--- config.mk ---
export PLATFORM = sky130hd
export DESIGN_NAME = pipe_ctrl_unit_flat
export DESIGN_NICKNAME = d
export VERILOG_FILES = /design/src/rtl/pipe_ctrl_pkg.sv /design/src/rtl/pipe_ctrl_if.sv /design/src/rtl/ctrl_decode.sv /design/src/rtl/pipe_ctrl_unit.sv /design/src/flat_wrapper.sv
export SDC_FILE = /design/constraint.sdc
export NUM_CORES = 1
export LEC_CHECK = 0
export ABC_AREA = 1
export ABC_CLOCK_PERIOD_IN_PS = 2900
export BUFFER_PORTS_ARGS = -buffer_cell sky130_fd_sc_hd__buf_2
export CORE_MARGIN = 2
export CORE_UTILIZATION = 35
export CTS_CLUSTER_DIAMETER = 80
export CTS_CLUSTER_SIZE = 8
export DETAILED_ROUTE_END_ITERATION = 12
export PLACE_DENSITY = 0.64
export SLEW_MARGIN = 10
export SYNTH_ARGS = -nofsm -noshare
export SYNTH_HDL_FRONTEND = slang
export SYNTH_SLANG_ARGS = --single-unit
--- constraint.sdc ---
create_clock -name clk -period 2.9 [get_ports clk]
set_clock_uncertainty 0.15 [all_clocks]
set_input_delay 0.58 -clock clk [delete_from_list [all_inputs] [get_ports clk]]
set_output_delay 0.58 -clock clk [all_outputs]
set_load 0.05 [all_outputs]
--- src/rtl/pipe_ctrl_pkg.sv ---
// Shared definitions for the pipelined MIPS controller: opcodes, ALU codes,
// control-bundle field offsets and FSM state encoding.
package pipe_ctrl_pkg;

  localparam logic [5:0] OP_RTYPE    = 6'b000000;
  localparam logic [5:0] OP_REGIMM   = 6'b000001;
  localparam logic [5:0] OP_J        = 6'b000010;
  localparam logic [5:0] OP_JAL      = 6'b000011;
  localparam logic [5:0] OP_BEQ      = 6'b000100;
  localparam logic [5:0] OP_BNE      = 6'b000101;
  localparam logic [5:0] OP_BLEZ     = 6'b000110;
  localparam logic [5:0] OP_BGTZ     = 6'b000111;
  localparam logic [5:0] OP_ADDI     = 6'b001000;
  localparam logic [5:0] OP_SLTI     = 6'b001010;
  localparam logic [5:0] OP_ANDI     = 6'b001100;
  localparam logic [5:0] OP_ORI      = 6'b001101;
  localparam logic [5:0] OP_XORI     = 6'b001110;
  localparam logic [5:0] OP_SPECIAL2 = 6'b011100;
  localparam logic [5:0] OP_LB       = 6'b100000;
  localparam logic [5:0] OP_LH       = 6'b100001;
  localparam logic [5:0] OP_LW       = 6'b100011;
  localparam logic [5:0] OP_SB       = 6'b101000;
  localparam logic [5:0] OP_SH       = 6'b101001;
  localparam logic [5:0] OP_SW       = 6'b101011;

  localparam logic [5:0] FN_SLL  = 6'b000000;
  localparam logic [5:0] FN_SRL  = 6'b000010;
  localparam logic [5:0] FN_SRA  = 6'b000011;
  localparam logic [5:0] FN_JR   = 6'b001000;
  localparam logic [5:0] FN_ADD  = 6'b100000;
  localparam logic [5:0] FN_ADDU = 6'b100001;
  localparam logic [5:0] FN_SUB  = 6'b100010;
  localparam logic [5:0] FN_SUBU = 6'b100011;
  localparam logic [5:0] FN_AND  = 6'b100100;
  localparam logic [5:0] FN_OR   = 6'b100101;
  localparam logic [5:0] FN_XOR  = 6'b100110;
  localparam logic [5:0] FN_NOR  = 6'b100111;
  localparam logic [5:0] FN_SLT  = 6'b101010;
  localparam logic [5:0] FN_MUL  = 6'b000010;

  localparam int unsigned ALU_ADD = 1;
  localparam int unsigned ALU_SUB = 2;
  localparam int unsigned ALU_MUL = 3;
  localparam int unsigned ALU_SLL = 8;
  localparam int unsigned ALU_SRL = 9;
  localparam int unsigned ALU_SRA = 10;
  localparam int unsigned ALU_AND = 20;
  localparam int unsigned ALU_OR  = 24;
  localparam int unsigned ALU_XOR = 25;
  localparam int unsigned ALU_NOR = 26;
  localparam int unsigned ALU_SLT = 29;

  // ID/EX bundle layout, LSB first
  localparam int unsigned EX_JUMP_LO   = 0;
  localparam int unsigned EX_BRANCH    = 2;
  localparam int unsigned EX_ZEXT      = 3;
  localparam int unsigned EX_REGDST_LO = 4;
  localparam int unsigned EX_ALUSRC    = 6;
  localparam int unsigned EX_ALUOP_LO  = 7;
  // EX/MEM and MEM/WB bundle layouts
  localparam int unsigned MEM_SIZE_LO  = 0;
  localparam int unsigned MEM_WRITE    = 2;
  localparam int unsigned MEM_READ     = 3;
  localparam int unsigned WB_M2R_LO    = 0;
  localparam int unsigned WB_REGWRITE  = 2;

  localparam logic [1:0] MSZ_WORD = 2'd0;
  localparam logic [1:0] MSZ_HALF = 2'd1;
  localparam logic [1:0] MSZ_BYTE = 2'd2;
  localparam logic [1:0] M2R_MEM  = 2'd0;
  localparam logic [1:0] M2R_ALU  = 2'd1;
  localparam logic [1:0] M2R_PC   = 2'd2;
  localparam logic [1:0] RD_RT    = 2'd0;
  localparam logic [1:0] RD_RD    = 2'd1;
  localparam logic [1:0] RD_RA    = 2'd2;
  localparam logic [1:0] JS_NONE  = 2'd0;
  localparam logic [1:0] JS_J     = 2'd1;
  localparam logic [1:0] JS_JR    = 2'd2;

  localparam int unsigned ALUOP_W_DEF = 5;

  function automatic int unsigned ctrl_width(input int unsigned aluop_w);
    return EX_ALUOP_LO + aluop_w;
  endfunction

  localparam int unsigned CTRL_W = ctrl_width(ALUOP_W_DEF);

  // ALU code for an R-type funct; 0 marks an unsupported funct
  function automatic int unsigned rtype_alu(input logic [5:0] fn);
    case (fn)
      FN_ADD, FN_ADDU: return ALU_ADD;
      FN_SUB, FN_SUBU: return ALU_SUB;
      FN_AND:          return ALU_AND;
      FN_OR:           return ALU_OR;
      FN_XOR:          return ALU_XOR;
      FN_NOR:          return ALU_NOR;
      FN_SLT:          return ALU_SLT;
      FN_SLL:          return ALU_SLL;
      FN_SRL:          return ALU_SRL;
      FN_SRA:          return ALU_SRA;
      default:         return 0;
    endcase
  endfunction

  typedef enum logic [1:0] {
    ST_RUN,
    ST_MUL_BUSY,
    ST_FLUSH
  } ctrl_state_e;

endpackage

--- src/rtl/pipe_ctrl_if.sv ---
// Handshake between the pipeline controller (slave) and the IF/ID, hazard
// unit and stage registers of the datapath (master).
interface pipe_ctrl_if #(
  parameter int unsigned CTRL_W = pipe_ctrl_pkg::CTRL_W
);
  logic [5:0]        opcode;
  logic [5:0]        funct;
  logic              id_valid;
  logic              load_use_hazard;
  logic              branch_taken;
  logic              pc_stall;
  logic              ifid_stall;
  logic              ifid_flush;
  logic [CTRL_W-1:0] ex_ctrl;
  logic [CTRL_W-1:0] mem_ctrl;
  logic [CTRL_W-1:0] wb_ctrl;
  logic [1:0]        jump_sel_id;
  logic              busy;

  modport slave (
    input  opcode, funct, id_valid, load_use_hazard, branch_taken,
    output pc_stall, ifid_stall, ifid_flush, ex_ctrl, mem_ctrl, wb_ctrl,
           jump_sel_id, busy
  );

  modport master (
    output opcode, funct, id_valid, load_use_hazard, branch_taken,
    input  pc_stall, ifid_stall, ifid_flush, ex_ctrl, mem_ctrl, wb_ctrl,
           jump_sel_id, busy
  );
endinterface

--- src/rtl/ctrl_decode.sv ---
// Combinational ID-stage decoder: opcode/funct to the EX, MEM and WB
// control bundles. Invalid slots and unknown encodings decode to all zero.
module ctrl_decode
  import pipe_ctrl_pkg::*;
#(
  parameter int unsigned ALUOP_W = ALUOP_W_DEF,
  parameter int unsigned CTRL_W  = ctrl_width(ALUOP_W)
) (
  input  logic [5:0]        opcode,
  input  logic [5:0]        funct,
  input  logic              id_valid,
  output logic [CTRL_W-1:0] ex_b,
  output logic [CTRL_W-1:0] mem_b,
  output logic [CTRL_W-1:0] wb_b,
  output logic [1:0]        jump_sel,
  output logic              is_mul
);

  logic [ALUOP_W-1:0] alu_op;
  logic               alu_src, zero_ext, branch, mem_read, mem_write, reg_write;
  logic [1:0]         reg_dst, mem_size, m2r, jsel;
  int unsigned        ralu;

  always_comb begin
    alu_op    = '0;
    alu_src   = 1'b0;
    zero_ext  = 1'b0;
    branch    = 1'b0;
    mem_read  = 1'b0;
    mem_write = 1'b0;
    reg_write = 1'b0;
    reg_dst   = RD_RT;
    mem_size  = MSZ_WORD;
    m2r       = M2R_MEM;
    jsel      = JS_NONE;
    is_mul    = 1'b0;
    ralu      = rtype_alu(funct);
    if (id_valid) begin
      unique case (opcode)
        OP_RTYPE: begin
          if (funct == FN_JR) begin
            jsel = JS_JR;
          end else if (ralu != 0) begin
            alu_op    = ALUOP_W'(ralu);
            reg_dst   = RD_RD;
            reg_write = 1'b1;
            m2r       = M2R_ALU;
          end
        end
        OP_SPECIAL2: begin
          if (funct == FN_MUL) begin
            alu_op    = ALUOP_W'(ALU_MUL);
            reg_dst   = RD_RD;
            reg_write = 1'b1;
            m2r       = M2R_ALU;
            is_mul    = 1'b1;
          end
        end
        OP_ADDI, OP_SLTI: begin
          alu_op    = ALUOP_W'((opcode == OP_ADDI) ? ALU_ADD : ALU_SLT);
          alu_src   = 1'b1;
          reg_write = 1'b1;
          m2r       = M2R_ALU;
        end
        OP_ANDI, OP_ORI, OP_XORI: begin
          alu_op    = ALUOP_W'((opcode == OP_ANDI) ? ALU_AND :
                               (opcode == OP_ORI)  ? ALU_OR  : ALU_XOR);
          alu_src   = 1'b1;
          zero_ext  = 1'b1;
          reg_write = 1'b1;
          m2r       = M2R_ALU;
        end
        OP_LW, OP_LH, OP_LB: begin
          alu_op    = ALUOP_W'(ALU_ADD);
          alu_src   = 1'b1;
          mem_read  = 1'b1;
          mem_size  = (opcode == OP_LW) ? MSZ_WORD : (opcode == OP_LH) ? MSZ_HALF : MSZ_BYTE;
          reg_write = 1'b1;
          m2r       = M2R_MEM;
        end
        OP_SW, OP_SH, OP_SB: begin
          alu_op    = ALUOP_W'(ALU_ADD);
          alu_src   = 1'b1;
          mem_write = 1'b1;
          mem_size  = (opcode == OP_SW) ? MSZ_WORD : (opcode == OP_SH) ? MSZ_HALF : MSZ_BYTE;
        end
        OP_BEQ, OP_BNE, OP_REGIMM, OP_BGTZ, OP_BLEZ: begin
          alu_op = ALUOP_W'(ALU_SUB);
          branch = 1'b1;
        end
        OP_J: jsel = JS_J;
        OP_JAL: begin
          jsel      = JS_J;
          reg_write = 1'b1;
          reg_dst   = RD_RA;
          m2r       = M2R_PC;
        end
        default: ;
      endcase
    end

    ex_b = '0;
    ex_b[EX_JUMP_LO +: 2]       = jsel;
    ex_b[EX_BRANCH]             = branch;
    ex_b[EX_ZEXT]               = zero_ext;
    ex_b[EX_REGDST_LO +: 2]     = reg_dst;
    ex_b[EX_ALUSRC]             = alu_src;
    ex_b[EX_ALUOP_LO +: ALUOP_W] = alu_op;
    mem_b = '0;
    mem_b[MEM_SIZE_LO +: 2]     = mem_size;
    mem_b[MEM_WRITE]            = mem_write;
    mem_b[MEM_READ]             = mem_read;
    wb_b = '0;
    wb_b[WB_M2R_LO +: 2]        = m2r;
    wb_b[WB_REGWRITE]           = reg_write;
    jump_sel = jsel;
  end

endmodule

--- src/rtl/pipe_ctrl_unit.sv ---
// Pipelined MIPS main controller: ID decode, ID/EX..MEM/WB control registers,
// load-use/mul stalls and branch/jump flushes. CTRL_PERF_EN adds perf counters.
module pipe_ctrl_unit
  import pipe_ctrl_pkg::*;
#(
  parameter int unsigned ALUOP_W     = ALUOP_W_DEF,
  parameter int unsigned MUL_LAT     = 1,
  parameter int unsigned FLUSH_SLOTS = 1
) (
  input  logic        clk,
  input  logic        Reset,
  pipe_ctrl_if.slave  ctrl
`ifdef CTRL_PERF_EN
  ,
  output logic [31:0] perf_stall_cnt,
  output logic [31:0] perf_flush_cnt
`endif
);

  localparam int unsigned CW      = ctrl_width(ALUOP_W);
  localparam int unsigned CNT_MAX = (MUL_LAT > FLUSH_SLOTS) ? MUL_LAT : FLUSH_SLOTS;
  localparam int unsigned CNT_W   = $clog2(CNT_MAX + 1);

  ctrl_state_e      state;
  logic [CNT_W-1:0] cnt;
  logic             busy_q;
  logic [CW-1:0]    dec_ex, dec_mem, dec_wb;
  logic [CW-1:0]    idex_ex, idex_mem, idex_wb, exmem_mem, exmem_wb, memwb_wb;
  logic [1:0]       dec_js;
  logic             dec_mul;
  logic             run, take_branch, lu_stall, id_go, flush_now, stall_now;
  logic             idex_hold, idex_bubble;

  ctrl_decode #(.ALUOP_W(ALUOP_W), .CTRL_W(CW)) u_decode (
    .opcode   (ctrl.opcode),
    .funct    (ctrl.funct),
    .id_valid (ctrl.id_valid),
    .ex_b     (dec_ex),
    .mem_b    (dec_mem),
    .wb_b     (dec_wb),
    .jump_sel (dec_js),
    .is_mul   (dec_mul)
  );

  // Priority in RUN: branch flush > load-use stall > ID jump / mul issue
  always_comb begin
    run         = (state == ST_RUN);
    take_branch = run && ctrl.branch_taken;
    lu_stall    = run && !ctrl.branch_taken && ctrl.load_use_hazard;
    id_go       = run && !ctrl.branch_taken && !ctrl.load_use_hazard;
    flush_now   = (state == ST_FLUSH) || take_branch || (id_go && dec_js != JS_NONE);
    stall_now   = lu_stall || (state == ST_MUL_BUSY);
    idex_hold   = (state == ST_MUL_BUSY);
    idex_bubble = (state == ST_FLUSH) || take_branch || lu_stall;
  end

  // Counter holds remaining busy cycles; leaving on the 1->0 step keeps
  // MUL_LAT-1 (resp. FLUSH_SLOTS-1) cycles in the busy state.
  always_ff @(posedge clk) begin
    if (Reset) begin
      state  <= ST_RUN;
      cnt    <= '0;
      busy_q <= 1'b0;
    end else begin
      unique case (state)
        ST_RUN: begin
          if (ctrl.branch_taken) begin
            if (FLUSH_SLOTS > 1) begin
              state  <= ST_FLUSH;
              cnt    <= CNT_W'(FLUSH_SLOTS - 1);
              busy_q <= 1'b1;
            end
          end else if (id_go && dec_mul && MUL_LAT > 1) begin
            state  <= ST_MUL_BUSY;
            cnt    <= CNT_W'(MUL_LAT - 1);
            busy_q <= 1'b1;
          end
        end
        ST_MUL_BUSY: begin
          cnt <= cnt - 1'b1;
          if (cnt == CNT_W'(1)) begin
            state  <= ST_RUN;
            busy_q <= 1'b0;
          end
        end
        ST_FLUSH: begin
          if (ctrl.branch_taken) begin
            cnt <= CNT_W'(FLUSH_SLOTS - 1);
          end else begin
            cnt <= cnt - 1'b1;
            if (cnt == CNT_W'(1)) begin
              state  <= ST_RUN;
              busy_q <= 1'b0;
            end
          end
        end
        default: begin
          state  <= ST_RUN;
          busy_q <= 1'b0;
        end
      endcase
    end
  end

  always_ff @(posedge clk) begin
    if (Reset) begin
      idex_ex   <= '0;
      idex_mem  <= '0;
      idex_wb   <= '0;
      exmem_mem <= '0;
      exmem_wb  <= '0;
      memwb_wb  <= '0;
    end else begin
      if (!idex_hold) begin
        idex_ex  <= idex_bubble ? '0 : dec_ex;
        idex_mem <= idex_bubble ? '0 : dec_mem;
        idex_wb  <= idex_bubble ? '0 : dec_wb;
      end
      exmem_mem <= idex_hold ? '0 : idex_mem;
      exmem_wb  <= idex_hold ? '0 : idex_wb;
      memwb_wb  <= exmem_wb;
    end
  end

`ifdef CTRL_PERF_EN
  always_ff @(posedge clk) begin
    if (Reset) begin
      perf_stall_cnt <= '0;
      perf_flush_cnt <= '0;
    end else begin
      if (stall_now && perf_stall_cnt != '1) perf_stall_cnt <= perf_stall_cnt + 32'd1;
      if (flush_now && perf_flush_cnt != '1) perf_flush_cnt <= perf_flush_cnt + 32'd1;
    end
  end
`endif

  assign ctrl.pc_stall    = stall_now;
  assign ctrl.ifid_stall  = stall_now;
  assign ctrl.ifid_flush  = flush_now;
  assign ctrl.ex_ctrl     = idex_ex;
  assign ctrl.mem_ctrl    = exmem_mem;
  assign ctrl.wb_ctrl     = memwb_wb;
  assign ctrl.jump_sel_id = dec_js;
  assign ctrl.busy        = busy_q;

endmodule

--- src/flat_wrapper.sv ---
// flat-port wrapper written by rule: the top's interface ports become plain ports
module pipe_ctrl_unit_flat import pipe_ctrl_pkg::*;
#(
  parameter int unsigned ALUOP_W     = ALUOP_W_DEF,
  parameter int unsigned MUL_LAT     = 1,
  parameter int unsigned FLUSH_SLOTS = 1
)
  (clk, Reset, ctrl_opcode, ctrl_funct, ctrl_id_valid, ctrl_load_use_hazard, ctrl_branch_taken, ctrl_pc_stall, ctrl_ifid_stall, ctrl_ifid_flush, ctrl_ex_ctrl, ctrl_mem_ctrl, ctrl_wb_ctrl, ctrl_jump_sel_id, ctrl_busy);
  pipe_ctrl_if #(.CTRL_W(12)) ctrl_i ();
  input  logic clk;
  input  logic Reset;
  input wire logic [$bits(ctrl_i.opcode)-1:0] ctrl_opcode;
  input wire logic [$bits(ctrl_i.funct)-1:0] ctrl_funct;
  input wire logic [$bits(ctrl_i.id_valid)-1:0] ctrl_id_valid;
  input wire logic [$bits(ctrl_i.load_use_hazard)-1:0] ctrl_load_use_hazard;
  input wire logic [$bits(ctrl_i.branch_taken)-1:0] ctrl_branch_taken;
  output wire logic [$bits(ctrl_i.pc_stall)-1:0] ctrl_pc_stall;
  output wire logic [$bits(ctrl_i.ifid_stall)-1:0] ctrl_ifid_stall;
  output wire logic [$bits(ctrl_i.ifid_flush)-1:0] ctrl_ifid_flush;
  output wire logic [$bits(ctrl_i.ex_ctrl)-1:0] ctrl_ex_ctrl;
  output wire logic [$bits(ctrl_i.mem_ctrl)-1:0] ctrl_mem_ctrl;
  output wire logic [$bits(ctrl_i.wb_ctrl)-1:0] ctrl_wb_ctrl;
  output wire logic [$bits(ctrl_i.jump_sel_id)-1:0] ctrl_jump_sel_id;
  output wire logic [$bits(ctrl_i.busy)-1:0] ctrl_busy;
  assign ctrl_i.opcode = ctrl_opcode;
  assign ctrl_i.funct = ctrl_funct;
  assign ctrl_i.id_valid = ctrl_id_valid;
  assign ctrl_i.load_use_hazard = ctrl_load_use_hazard;
  assign ctrl_i.branch_taken = ctrl_branch_taken;
  assign ctrl_pc_stall = ctrl_i.pc_stall;
  assign ctrl_ifid_stall = ctrl_i.ifid_stall;
  assign ctrl_ifid_flush = ctrl_i.ifid_flush;
  assign ctrl_ex_ctrl = ctrl_i.ex_ctrl;
  assign ctrl_mem_ctrl = ctrl_i.mem_ctrl;
  assign ctrl_wb_ctrl = ctrl_i.wb_ctrl;
  assign ctrl_jump_sel_id = ctrl_i.jump_sel_id;
  assign ctrl_busy = ctrl_i.busy;
  pipe_ctrl_unit #(.ALUOP_W(ALUOP_W), .MUL_LAT(MUL_LAT), .FLUSH_SLOTS(FLUSH_SLOTS)) u_core (.clk(clk), .Reset(Reset), .ctrl(ctrl_i));
endmodule
==> flow_summary.ini <==
[outcome]
status = finished, final reports clean

[place]
place_inst = 294
dp_hpwl_um = 2300
port_buffers = 40
place_congestion = 0.822

[sta]
timing.fmax_mhz = 398
min_period_ns = 2.51
setup_violations = 0
fin_tns_setup_ns = 0
hold_slack_ns = 0.248
rsz0062_at_grt = no
fin_crit_sh_pct = 86.6
final_max_slew_viol_count = 0
hold_violations = 0

[synthesis]
ys_seq_area_share_pct = 40.0
synth_warnings = 0
synth_xor_area_share_pct = 0
synth.most_common_cell = nand2_1
synth_area_leader_cell = dfxtp_1
ys_types = 19
syn_inst = 207
synth-simple-area-share_pct = 36.8
ys_top_cells_by_count = nand2_1 (35), nor2_1 (32), dfxtp_1 (29), inv_1 (29), buf_4 (19)
syn_area_per_cell_sq_um = 7.02
synth_seq_cells = 29
syn_area_sq_um = 1450
synth-compound-area-share_pct = 4.13
synth-main-ff-cell = dfxtp_1
synth_adder_area_share_pct = 0
async_flop_share_pct = 0
synth-edff-count = 0
muxShareOfSynthArea_pct = 0
synth_top_area_share_pct = 40.0
synth_top_family_by_area = simple AND/OR/NAND/NOR gates
synthTopCellsByArea = dfxtp_1 (40%), buf_4 (9.8%), nand2_1 (9.0%)

[global_routing]
use_met3_pct = 5.10
grt_pass1_vias = 1114
met2_usage_pct = 22.5
grt_busiest_layer = met2
grt_overflow = 0
grt_pass1_wl_um = 4630
track_usage_pct = 13.6
grt_max_degree = 12
antenna_found_initial = 0
use_met1_pct = 15.6

[clock_tree]
clock-sinks = 29
cts_hold_buffers = 0
cts_inserted_buffers = 5
cts_setup_buffers = 0
cts_tree = built
cts_root_buf = clkbuf_8
clk_latency_ns = 0.28
clockBufferDepth = 2
cts.clk_slew.worst_paths_ns = 0.06
htree_num_levels = 2
cts_resized = 0

[floorplanning]
die_area_sq_um = 4680
die_w_um = 68.4
rows = 23
core_area_sq_um = 4000
chipHeight_um = 68.4
start_util_pct = 36.3
ios = 59

[routing]
avgRoutedWirePerCell_um = 9.53
drtAntennaViolNets = 0
route.detailed.drc = 0
num_vias = 1271
via_per_inst = 4.21
dr.pass1.iters = 4
wirelength_um = 2880
drt-initial-drc-count = 46

[critical_path]
end_kind = output pin
worstPathArrival_ns = 1.78
cp.required_ns = 2.17
cp_max_fo = 5
path_class = primary input to output pin
cp-start-kind = primary input

[job]
maxCapViolations = 0

[finish]
regArea_sq_um = 581
area.growth.synth_to_final_pct = 20.4
layout-drive-gt1-share_pct = 29.0
nets = 268
n_antenna_cell = 0
finish.utilization_pct = 43.7
multi_input_area_sq_um = 662
fillerInstances = 420
stdcell_count = 302

[power]
power_density_nw_per_um2 = 549
power_leakage_uw = 0.000931
irDropWorstVdd_uv = 195

[hold_path]
hold_class = flip-flop to flip-flop
==> final cells by class <==
type                            instances  area share [%]
Multi-Input combinational cell        141            37.8
Sequential cell                        29            33.2
Timing Repair Buffer                   40            11.4
Inverter                               34            7.30
Clock buffer                            7            4.94
Tap cell                               50            3.58
Clock inverter                          1            1.72
==> where the power goes <==
group | internal, uW | total (uW) | switching (uW)
registers | 399 | 400 | 0.218
logic | 24.4 | 135 | 111
clock network | 279 | 425 | 146
==> layout by cell type (no fill, tap or decap) <==
cell type	n
a21oi_1	6
a22oi_1	1
buf_2	40
bufinv_16	1
clkbuf_1	1
clkbuf_8	6
conb_1	18
dfxtp_1	29
inv_1	29
inv_2	5
nand2_1	35
nand2_2	6
nand3_1	18
nand3_2	2
nand4_1	3
nor2_1	32
nor2_2	9
nor2_4	4
nor3_1	3
o21a_1	1
o21ai_0	3
==> worst paths after layout <==
kind / start / end / slack, ns / cells after the start
worst max-delay path: ctrl_funct[4] / ctrl_ifid_flush / 0.39 / 9
worst min-delay path: u_core.idex_mem[0] / u_core.ctrl.mem_ctrl[0] / 0.25 / 2
worst max register to register: u_core.idex_wb[0] / u_core.exmem_wb[0] / 2.26 / 2
worst min register to register: u_core.idex_mem[0] / u_core.ctrl.mem_ctrl[0] / 0.25 / 2
==> kinds of logic (layout without fill, tap and decap cells) <==
group | Yosys count | after routing
AOI/OAI and AO/OA | 11 | 11
buffers and inverters | 54 | 82
DFF | 29 | 29
other | 1 | 18
and+or+nand+nor | 112 | 112
==> flip-flops by register name (all words and copies together), names as in the netlist <==
name                  cells
u_core.ctrl.ex_ctrl      12
u_core.ctrl.wb_ctrl       3
u_core.idex_mem           4
u_core.idex_wb            3
u_core.ctrl.mem_ctrl      4
u_core.exmem_wb           3
==> stage by stage <==
step / power, uW / setup WS [ns] / cell area [sq um]
finish: 960 / 0.388 / 1750
global route: 1010 / 0.203 / 1750
CTS: 972 / 0.389 / 1750
detailed placement: 543 / 0.392 / 1630
global placement: 542 / 0.415 / 1630
floorplan: 533 / 0.0232 / 1520
==> critical path, stage by stage <==
cell and delay (ns):
buf_2 0.12, nor2_1 0.26, nand2_1 0.09, nor2_1 0.15, nand3_1 0.12, inv_1 0.09
nor3_1 0.05, nor2_1 0.07, buf_2 0.26
==> layer usage <==
layer / wire length, um / vias up
met3: 233 / 2
met1: 1280 / 541
met2: 1340 / 49
met4: 23 / 0
met5: 0 / -
li1: - / 679
Power figures use the tool's default switching activity.
